## src/rtl/wb_bus_arbiter_if.sv

```systemverilog
// Wishbone point-to-point bus bundle shared by the arbiter's master and slave sides.
// The master modport is what a bus master drives. The slave modport is what a bus slave drives.
interface wb_bus_arbiter_if #(
    parameter int addr_width   = 32,
    parameter int data_width   = 32,
    parameter int strobe_width = data_width / 8
) ();
    logic [addr_width-1:0]   adr;
    logic [data_width-1:0]   datwr;
    logic                    we;
    logic [strobe_width-1:0] sel;
    logic                    stb;
    logic                    cyc;
    logic [data_width-1:0]   datrd;
    logic                    ack;
    logic                    err;

    modport master (
        output adr, datwr, we, sel, stb, cyc,
        input  datrd, ack, err
    );

    modport slave (
        input  adr, datwr, we, sel, stb, cyc,
        output datrd, ack, err
    );
endinterface

```

## src/rtl/wb_bus_arbiter.sv

```systemverilog
// Two-master, one-slave Wishbone arbiter with registered, cycle-locked grants.
// m0 is the data adapter and m1 is the instruction adapter. Arbitration is
// either round-robin or fixed priority with m0 first.
// Optional stall watchdog: define WB_ARB_TIMEOUT_EN. A granted master whose
// slave stalls for timeout_cycles cycles then gets an err pulse and loses the bus.
module wb_bus_arbiter #(
    parameter int addr_width     = 32,
    parameter int data_width     = 32,
    parameter int strobe_width   = data_width / 8,
    parameter int fixed_priority = 0,
    parameter int timeout_cycles = 255
) (
    input  logic                  clock,
    input  logic                  reset,
    wb_bus_arbiter_if.slave       m0,
    wb_bus_arbiter_if.slave       m1,
    wb_bus_arbiter_if.master      s,
    output logic [1:0]            grant
);

    // The state encoding doubles as the one-hot grant vector.
    typedef enum logic [1:0] {
        ST_IDLE = 2'b00,
        ST_G0   = 2'b01,
        ST_G1   = 2'b10
    } state_t;

    localparam logic use_fixed_c = (fixed_priority != 0);

    generate
        if (timeout_cycles < 2 || timeout_cycles > 65535) begin : g_bad_timeout
            $error("wb_bus_arbiter: timeout_cycles must be in 2..65535");
        end
    endgenerate

    state_t state_r;
    state_t state_nx_s;
    logic   last_grant_r;
    logic   last_grant_nx_s;
    logic   timeout_s;
    logic   granted_stb_s;

    // Choose the winner among the current requests. On a round-robin tie,
    // the master that did not hold the bus most recently wins.
    function automatic state_t arbitrate(input logic req0, input logic req1, input logic last);
        state_t win;
        if (req0 && req1) begin
            if (use_fixed_c) begin
                win = ST_G0;
            end else begin
                win = last ? ST_G0 : ST_G1;
            end
        end else if (req0) begin
            win = ST_G0;
        end else if (req1) begin
            win = ST_G1;
        end else begin
            win = ST_IDLE;
        end
        return win;
    endfunction

    // Grant state register and round-robin history.
    always_ff @(posedge clock or negedge reset) begin
        if (!reset) begin
            state_r      <= ST_IDLE;
            last_grant_r <= 1'b1;
        end else begin
            state_r      <= state_nx_s;
            last_grant_r <= last_grant_nx_s;
        end
    end

    // Next-state logic. The grant is held while cyc is up. On release, the bus
    // is handed straight to any other requester.
    always_comb begin
        state_nx_s      = state_r;
        last_grant_nx_s = last_grant_r;
        case (state_r)
            ST_IDLE: begin
                state_nx_s = arbitrate(m0.cyc, m1.cyc, last_grant_r);
            end
            ST_G0: begin
                if (timeout_s) begin
                    state_nx_s      = ST_IDLE;
                    last_grant_nx_s = 1'b0;
                end else if (!m0.cyc) begin
                    state_nx_s      = arbitrate(1'b0, m1.cyc, 1'b0);
                    last_grant_nx_s = 1'b0;
                end else begin
                    state_nx_s = ST_G0;
                end
            end
            ST_G1: begin
                if (timeout_s) begin
                    state_nx_s      = ST_IDLE;
                    last_grant_nx_s = 1'b1;
                end else if (!m1.cyc) begin
                    state_nx_s      = arbitrate(m0.cyc, 1'b0, 1'b1);
                    last_grant_nx_s = 1'b1;
                end else begin
                    state_nx_s = ST_G1;
                end
            end
            default: begin
                state_nx_s      = ST_IDLE;
                last_grant_nx_s = 1'b1;
            end
        endcase
    end

    // Strobe of the master that currently owns the bus. It drives the stall counter.
    always_comb begin
        granted_stb_s = 1'b0;
        case (state_r)
            ST_G0:   granted_stb_s = m0.stb;
            ST_G1:   granted_stb_s = m1.stb;
            default: granted_stb_s = 1'b0;
        endcase
    end

`ifdef WB_ARB_TIMEOUT_EN
    localparam logic [15:0] timeout_last_c = 16'(timeout_cycles - 1);

    logic [15:0] stall_cnt_r;
    logic [15:0] stall_cnt_nx_s;

    // The watchdog fires on the last tolerated stall cycle, unless the slave acks in that cycle.
    always_comb begin
        if (state_r != ST_IDLE && stall_cnt_r == timeout_last_c && !s.ack) begin
            timeout_s = 1'b1;
        end else begin
            timeout_s = 1'b0;
        end
    end

    // Count stalled strobe cycles. Restart on ack, on any grant change, and while idle.
    always_comb begin
        stall_cnt_nx_s = stall_cnt_r;
        if (state_r == ST_IDLE || state_nx_s != state_r || s.ack || timeout_s) begin
            stall_cnt_nx_s = 16'd0;
        end else if (granted_stb_s) begin
            stall_cnt_nx_s = stall_cnt_r + 16'd1;
        end else begin
            stall_cnt_nx_s = stall_cnt_r;
        end
    end

    // Stall counter register.
    always_ff @(posedge clock or negedge reset) begin
        if (!reset) begin
            stall_cnt_r <= 16'd0;
        end else begin
            stall_cnt_r <= stall_cnt_nx_s;
        end
    end
`else
    // Without the watchdog a stalled slave simply holds the bus.
    always_comb begin
        timeout_s = 1'b0;
    end
`endif

    // Bus steering. The granted master passes straight through to the slave,
    // and the slave ack returns only to that master. Read data goes to both
    // masters ungated.
    always_comb begin
        s.adr    = {addr_width{1'b0}};
        s.datwr  = {data_width{1'b0}};
        s.we     = 1'b0;
        s.sel    = {strobe_width{1'b0}};
        s.stb    = 1'b0;
        s.cyc    = 1'b0;
        m0.ack   = 1'b0;
        m1.ack   = 1'b0;
        m0.err   = 1'b0;
        m1.err   = 1'b0;
        m0.datrd = s.datrd;
        m1.datrd = s.datrd;
        case (state_r)
            ST_G0: begin
                s.adr   = m0.adr;
                s.datwr = m0.datwr;
                s.we    = m0.we;
                s.sel   = m0.sel;
                s.stb   = m0.stb & ~timeout_s;
                s.cyc   = m0.cyc & ~timeout_s;
                m0.ack  = s.ack;
                m0.err  = timeout_s;
            end
            ST_G1: begin
                s.adr   = m1.adr;
                s.datwr = m1.datwr;
                s.we    = m1.we;
                s.sel   = m1.sel;
                s.stb   = m1.stb & ~timeout_s;
                s.cyc   = m1.cyc & ~timeout_s;
                m1.ack  = s.ack;
                m1.err  = timeout_s;
            end
            default: begin
                s.stb = 1'b0;
                s.cyc = 1'b0;
            end
        endcase
    end

    // The grant output is the state register itself.
    always_comb begin
        grant = state_r;
    end

endmodule
```

## src/flat_wrapper.sv

```systemverilog
// flat-port wrapper written by rule: the top's interface ports become plain ports
module wb_bus_arbiter_flat 
#(
    parameter int addr_width     = 32,
    parameter int data_width     = 32,
    parameter int strobe_width   = data_width / 8,
    parameter int fixed_priority = 0,
    parameter int timeout_cycles = 255
)
  (clock, reset, grant, m0_adr, m0_datwr, m0_we, m0_sel, m0_stb, m0_cyc, m0_datrd, m0_ack, m0_err, m1_adr, m1_datwr, m1_we, m1_sel, m1_stb, m1_cyc, m1_datrd, m1_ack, m1_err, s_adr, s_datwr, s_we, s_sel, s_stb, s_cyc, s_datrd, s_ack, s_err);
  wb_bus_arbiter_if #(.addr_width(addr_width), .data_width(data_width), .strobe_width(strobe_width)) m0_i ();
  wb_bus_arbiter_if #(.addr_width(addr_width), .data_width(data_width), .strobe_width(strobe_width)) m1_i ();
  wb_bus_arbiter_if #(.addr_width(addr_width), .data_width(data_width), .strobe_width(strobe_width)) s_i ();
  input  logic clock;
  input  logic reset;
  output logic [1:0] grant;
  input wire logic [$bits(m0_i.adr)-1:0] m0_adr;
  input wire logic [$bits(m0_i.datwr)-1:0] m0_datwr;
  input wire logic [$bits(m0_i.we)-1:0] m0_we;
  input wire logic [$bits(m0_i.sel)-1:0] m0_sel;
  input wire logic [$bits(m0_i.stb)-1:0] m0_stb;
  input wire logic [$bits(m0_i.cyc)-1:0] m0_cyc;
  output wire logic [$bits(m0_i.datrd)-1:0] m0_datrd;
  output wire logic [$bits(m0_i.ack)-1:0] m0_ack;
  output wire logic [$bits(m0_i.err)-1:0] m0_err;
  input wire logic [$bits(m1_i.adr)-1:0] m1_adr;
  input wire logic [$bits(m1_i.datwr)-1:0] m1_datwr;
  input wire logic [$bits(m1_i.we)-1:0] m1_we;
  input wire logic [$bits(m1_i.sel)-1:0] m1_sel;
  input wire logic [$bits(m1_i.stb)-1:0] m1_stb;
  input wire logic [$bits(m1_i.cyc)-1:0] m1_cyc;
  output wire logic [$bits(m1_i.datrd)-1:0] m1_datrd;
  output wire logic [$bits(m1_i.ack)-1:0] m1_ack;
  output wire logic [$bits(m1_i.err)-1:0] m1_err;
  output wire logic [$bits(s_i.adr)-1:0] s_adr;
  output wire logic [$bits(s_i.datwr)-1:0] s_datwr;
  output wire logic [$bits(s_i.we)-1:0] s_we;
  output wire logic [$bits(s_i.sel)-1:0] s_sel;
  output wire logic [$bits(s_i.stb)-1:0] s_stb;
  output wire logic [$bits(s_i.cyc)-1:0] s_cyc;
  input wire logic [$bits(s_i.datrd)-1:0] s_datrd;
  input wire logic [$bits(s_i.ack)-1:0] s_ack;
  input wire logic [$bits(s_i.err)-1:0] s_err;
  assign m0_i.adr = m0_adr;
  assign m0_i.datwr = m0_datwr;
  assign m0_i.we = m0_we;
  assign m0_i.sel = m0_sel;
  assign m0_i.stb = m0_stb;
  assign m0_i.cyc = m0_cyc;
  assign m0_datrd = m0_i.datrd;
  assign m0_ack = m0_i.ack;
  assign m0_err = m0_i.err;
  assign m1_i.adr = m1_adr;
  assign m1_i.datwr = m1_datwr;
  assign m1_i.we = m1_we;
  assign m1_i.sel = m1_sel;
  assign m1_i.stb = m1_stb;
  assign m1_i.cyc = m1_cyc;
  assign m1_datrd = m1_i.datrd;
  assign m1_ack = m1_i.ack;
  assign m1_err = m1_i.err;
  assign s_adr = s_i.adr;
  assign s_datwr = s_i.datwr;
  assign s_we = s_i.we;
  assign s_sel = s_i.sel;
  assign s_stb = s_i.stb;
  assign s_cyc = s_i.cyc;
  assign s_i.datrd = s_datrd;
  assign s_i.ack = s_ack;
  assign s_i.err = s_err;
  wb_bus_arbiter #(.addr_width(addr_width), .data_width(data_width), .strobe_width(strobe_width), .fixed_priority(fixed_priority), .timeout_cycles(timeout_cycles)) u_core (.clock(clock), .reset(reset), .m0(m0_i), .m1(m1_i), .s(s_i), .grant(grant));
endmodule
```

## config.mk

```make
export PLATFORM = sky130hd
export DESIGN_NAME = wb_bus_arbiter_flat
export DESIGN_NICKNAME = d
export VERILOG_FILES = /design/src/rtl/wb_bus_arbiter_if.sv /design/src/rtl/wb_bus_arbiter.sv /design/src/flat_wrapper.sv
export SDC_FILE = /design/constraint.sdc
export NUM_CORES = 1
export LEC_CHECK = 0
export ABC_CLOCK_PERIOD_IN_PS = 2100
export CORE_AREA = 2 2 123 125
export DETAILED_ROUTE_END_ITERATION = 6
export DIE_AREA = 0 0 125 127
export PLACE_DENSITY_LB_ADDON = 0.12
export REMOVE_ABC_BUFFERS = 1
export SKIP_CTS_REPAIR_TIMING = 1
export SYNTH_ARGS = -nofsm -noshare
export SYNTH_HDL_FRONTEND = slang
export SYNTH_SLANG_ARGS = --single-unit
```

## constraint.sdc

```tcl
create_clock -name clock -period 2.1 [get_ports clock]
set_input_delay 0.42 -clock clock [delete_from_list [all_inputs] [get_ports clock]]
set_output_delay 0.42 -clock clock [all_outputs]
set_load 0.05 [all_outputs]
```

* After elaboration in Yosys (flattened, before gate mapping)
Index checks and enable logic that the tools add are counted.
** Operators by class
- Bitwise logic cells :: 1
- Reductions and logical operators :: 3
- Muxes and demuxes :: 18
- Equality and inequality tests :: 4
** Operators with widths (count)
- $pmux W32 S2 :: 2
- $mux W2 :: 5
- $pmux W4 S2 :: 1
- $pmux W1 S2 :: 3
- $pmux W2 S3 :: 1
- $mux W1 :: 5
- $ne A2 B2 Y1 const B :: 2
- $pmux W1 S3 :: 1
- $reduce_and A3 Y1 :: 1
- $eq A2 B1 Y1 const B :: 1
- $eq A2 B2 Y1 const B :: 1
- $logic_not A2 Y1 :: 1
- $logic_and A1 B1 Y1 :: 1
- $not A1 Y1 :: 1
** Word-level totals
- Bits of input ports :: 178
- Word-level logic and storage cells :: 28
- Register bits after elaboration :: 3
- Output and inout port bits :: 141

* Logic depth before layout (Yosys ltp)
Gate-level depths: netlist (run 1).
- Word-level depth :: 4
- Depth in mapped cells :: 6
- Gate-level depth less buffers :: 4

* Worst setup path after synthesis (run 1)
OpenSTA, ideal clock, no wires.
- Path kind :: reg2out
- Start point :: register u_core.state_r[0], in the netlist u_core.grant[0]
- End point :: output port s_cyc
- Setup slack :: -0.745 ns
- Path buffers :: 2
- Data arrival time :: 2.425 ns
- Cell stages (with the launch flop) :: 6
- Data required time :: 1.680 ns
- Cells stage by stage :: dfrtp_1 > ha_1 > buf_4 > buf_2 > nand2_1 > a21boi_0
** Between the ends
- Word-level cells in the longest chain between the ends :: 2
- Elaborated cells on any way between the ends :: 3
- Those cells by class :: eq/ne: 2; mux: 1
** Ends and longest elaborated chain
- start: declaration :: RTL line wb_bus_arbiter.sv:36 : state_t state_r;
- start signal: assignment :: RTL line wb_bus_arbiter.sv:69 : state_r <= state_nx_s;
- $eq A2 B2 Y1 / $eq A2 B1 Y1 (equally long branches) :: RTL line wb_bus_arbiter.sv:180 : case (state_r)
- $pmux W1 S2 * :: RTL line wb_bus_arbiter.sv:180
- end: declaration :: RTL line flat_wrapper.sv:40 : output wire logic [$bits(s_i.cyc)-1:0] s_cyc;
Every way passes the cells marked *; elsewhere a longest branch is shown, timed or not.

* Worst setup path in the final report (run 1)
- Start point :: register u_core.state_r[1], in the netlist u_core.grant[1]
- End point :: output port s_adr[2]
** Between the ends
- Word-level cells in the longest chain between the ends :: 2
- Elaborated cells on any way between the ends :: 3
- Those cells by class :: eq/ne: 2; mux: 1
** Ends and longest elaborated chain
- $eq A2 B2 Y1 / $eq A2 B1 Y1 (equally long branches) :: RTL line wb_bus_arbiter.sv:180
- $pmux W32 S2 * :: RTL line wb_bus_arbiter.sv:180
- end: declaration :: RTL line flat_wrapper.sv:35 : output wire logic [$bits(s_i.adr)-1:0] s_adr;
Marked as above.

==> results.json, run 1 <==
{
  "outcome": "finished, violations left",
  "violations": "setup timing",
  "fin_nets": 613,
  "insertion_delay_ns": 0.22,
  "reg2reg_slack_ns": 0.43,
  "ff_latch_area_um2": 78.8,
  "peakVddDrop_v": 0.000824,
  "yosys.area.top_type": "a22oi_1",
  "drc_errors": 0,
  "r2r_start": "u_core.grant[1]",
  "netlist_area_um2": 1830,
  "grt_max_degree": 44,
  "fp.dieH_um": 127,
  "synth.area.top_cells": "a22oi_1 29%, buf_4 27%, nor2b_1 25%",
  "drt-initial-drc-count": 98,
  "routed-via-count": 2665,
  "ios": 319,
  "rsz0062_at_grt": "yes",
  "final_layout_size_suffix_gt1_share_pct": 57.1,
  "multi_input_area_um2": 1660,
  "cts_tree": "yes",
  "antenna_found_initial": 0,
  "wl_per_cell_um": 26.8,
  "synthSimpleGateAreaFrac_pct": 27.0,
  "leakagePower_nw": 2.01,
  "area_growth_pct": 214,
  "final_cell_area_um2": 5760,
  "synth-adder-area-share_pct": 3.41,
  "period_share_pct": 101,
  "setup_viol": 7,
  "clk_pin_slew_worst_paths_ns": 0.03,
  "final_cell_mix": "146 x clkdlybuf4s50_1, 61 x buf_12, 58 x a22oi_2",
  "fillers": 1392,
  "yosysSeqAreaShare_pct": 4.16,
  "mostFrequentLayoutCell": "clkdlybuf4s50_1",
  "synth_xor_area_share_pct": 0,
  "async_flop_share_pct": 100,
  "cts_root_buffer": "clkbuf_16",
  "core_um2": 14400,
  "yosys_warnings": 0,
  "rr_endpoint": "u_core.grant[0]",
  "grtUsageTotal_pct": 15.8,
  "worstPathRequired_ns": 1.68,
  "fmax_mhz": 471,
  "synth.avg_cell_area_um2": 7.16,
  "start_util_pct": 12.7,
  "slew_viol_final": 0,
  "cts_max_level": 1,
  "synth.distinct_cells": 22,
  "finalWirelength_mm": 16.4,
  "cap_violations": 0,
  "die_area_um2": 15900,
  "antenna_left": 0,
  "cellPowerDensity_nw_per_um2": 1630,
  "synth-compound-area-share_pct": 31.4,
  "viasPerCell": 4.35,
  "finalHoldViolCount": 0,
  "path_class": "flop to output port",
  "firstDrtPassIters": 4,
  "crit_path_max_fanout": 7,
  "end_kind": "output port",
  "place_hpwl_mm": 11.3,
  "hp-class": "primary input to async pin",
  "dpl_cell_area_um2": 4520,
  "grt_pass1_wl_mm": 18.4,
  "netlist.area_leader.share_pct": 28.7,
  "syn_inst": 256,
  "synth_top_family_by_area": "buffers and inverters",
  "rows": 44,
  "clock_path_buffers": 2,
  "die_x_um": 125,
  "worst_slack_ns": -0.0215,
  "synth_mux_area_share_pct": 0,
  "grt_pass1_vias": 2517,
  "skew_ns": 0.000375,
  "synth_ff_type": "dfrtp_1",
  "worstPathArrival_ns": 1.70,
  "cts_buffers": 3,
  "tightest_slew_ns": 0.523,
  "antenna_cells": 0,
  "synth_edf_count": 0,
  "fin_util_pct": 39.9,
  "clock_sinks": 3,
  "finalPower_mw": 9.40,
  "placement.io_buffers": 219,
  "overflow": 0,
  "ys_ff_latch": 3,
  "max-slew-margin-rel_pct": 65.0,
  "routabilityCongestion": 0.763,
  "period_minus_slack_ns": 2.12,
  "ff2ff_path_depth": 7,
  "start_kind": "flop"
}
[layer usage]
layer  GRT usage [%]  wire, um  vias up
met5            4.95        98        -
met4           0.327        60        4
met3            11.6      2130       10
met2            27.5      8110      191
met1            15.9      6020     1276
li1                -         -     1184
[cell type report]
type / instances / share of cell area, %
tap: 184 / 4.00
clock buffer: 4 / 1.37
multi-input combinational: 162 / 28.7
sequential: 3 / 1.37
inverter: 3 / 0.282
timing repair buffer: 257 / 64.2
[worst max-delay path by stage]
stage | start | to | slack, ns | cells past startpoint
after floorplan | u_core.grant[1] | s_cyc | -1.75 | 3
after global placement | u_core.grant[1] | s_cyc | 0.07 | 7
after detailed placement | u_core.grant[1] | s_datwr[26] | 0.08 | 6
after CTS | u_core.grant[1] | s_datwr[26] | -0.19 | 6
after global routing | u_core.grant[1] | s_adr[2] | -0.08 | 7
final | u_core.grant[1] | s_adr[2] | -0.02 | 7
[logic make-up (layout without fill, tap and decap cells)]
| family | Yosys count | after routing |
|---|---|---|
| buffers and inverters | 92 | 264 |
| AND/OR/NAND/NOR | 80 | 80 |
| AO/OA/AOI/OAI | 75 | 75 |
| adder cells (fa/ha/maj) | 5 | 5 |
| flip-flops | 3 | 3 |
| other | 1 | 2 |
[critical path: stages (launching register included)]
cell and delay [ns]:
dfrtp_2 0.45, inv_4 0.10, ha_4 0.16, buf_12 0.15, clkbuf_16 0.17, a22oi_2 0.06
nor2b_1 0.19, clkbuf_16 0.20
[Yosys cell counts, drive strengths merged (2+ instances only)]
cell,instances
nand2,2
buf,80
clkbuf,9
ha,5
inv,3
nor2b,72
dfrtp,2
and2,2
a22oi,70
[flip-flops by register name, indices dropped and copies added (netlist names)]
signal	cells
u_core.last_grant_r	1
u_core.grant	2
[stage by stage]
stage          cells  setup TNS [ns]  setup slack (ns)  hold slack (ns)
2_1_floorplan    168         -103.19             -1.75            0.124
3_3_place_gp     578               0            0.0663            0.562
3_5_place_dp     578               0            0.0817            0.558
4_1_cts          582           -8.64            -0.185            0.394
5_1_grt          613           -2.59           -0.0822            0.398
6_report         613         -0.0812           -0.0215            0.395
[power by group]
group          leakage, nW  internal [mW]  total, mW  switching, mW
combinational         1.93           4.60       8.95           4.35
clock               0.0382          0.250      0.302         0.0514
sequential          0.0336         0.0962      0.142         0.0462
Note: power is estimated with default switching activity, not from simulation.
==> run 2, diff against run 1 <==
--- a/config.mk
+++ b/config.mk
@@ -7,6 +7,7 @@
 export LEC_CHECK = 0
 export ABC_CLOCK_PERIOD_IN_PS = 2100
 export CORE_AREA = 2 2 123 125
+export CTS_CLUSTER_DIAMETER = 200
 export DETAILED_ROUTE_END_ITERATION = 6
 export DIE_AREA = 0 0 125 127
 export PLACE_DENSITY_LB_ADDON = 0.12
==> results of run 2 <==
Same layout as run 1: the final DEF is identical, and so are final timing and power.
==> run 3, diff against run 2 <==
--- a/config.mk
+++ b/config.mk
@@ -5,7 +5,6 @@
 export SDC_FILE = /design/constraint.sdc
 export NUM_CORES = 1
 export LEC_CHECK = 0
-export ABC_CLOCK_PERIOD_IN_PS = 2100
 export CORE_AREA = 2 2 123 125
 export CTS_CLUSTER_DIAMETER = 200
 export DETAILED_ROUTE_END_ITERATION = 6
==> results of run 3 <==
Same layout as run 1: the final DEF is identical, and so are final timing and power.
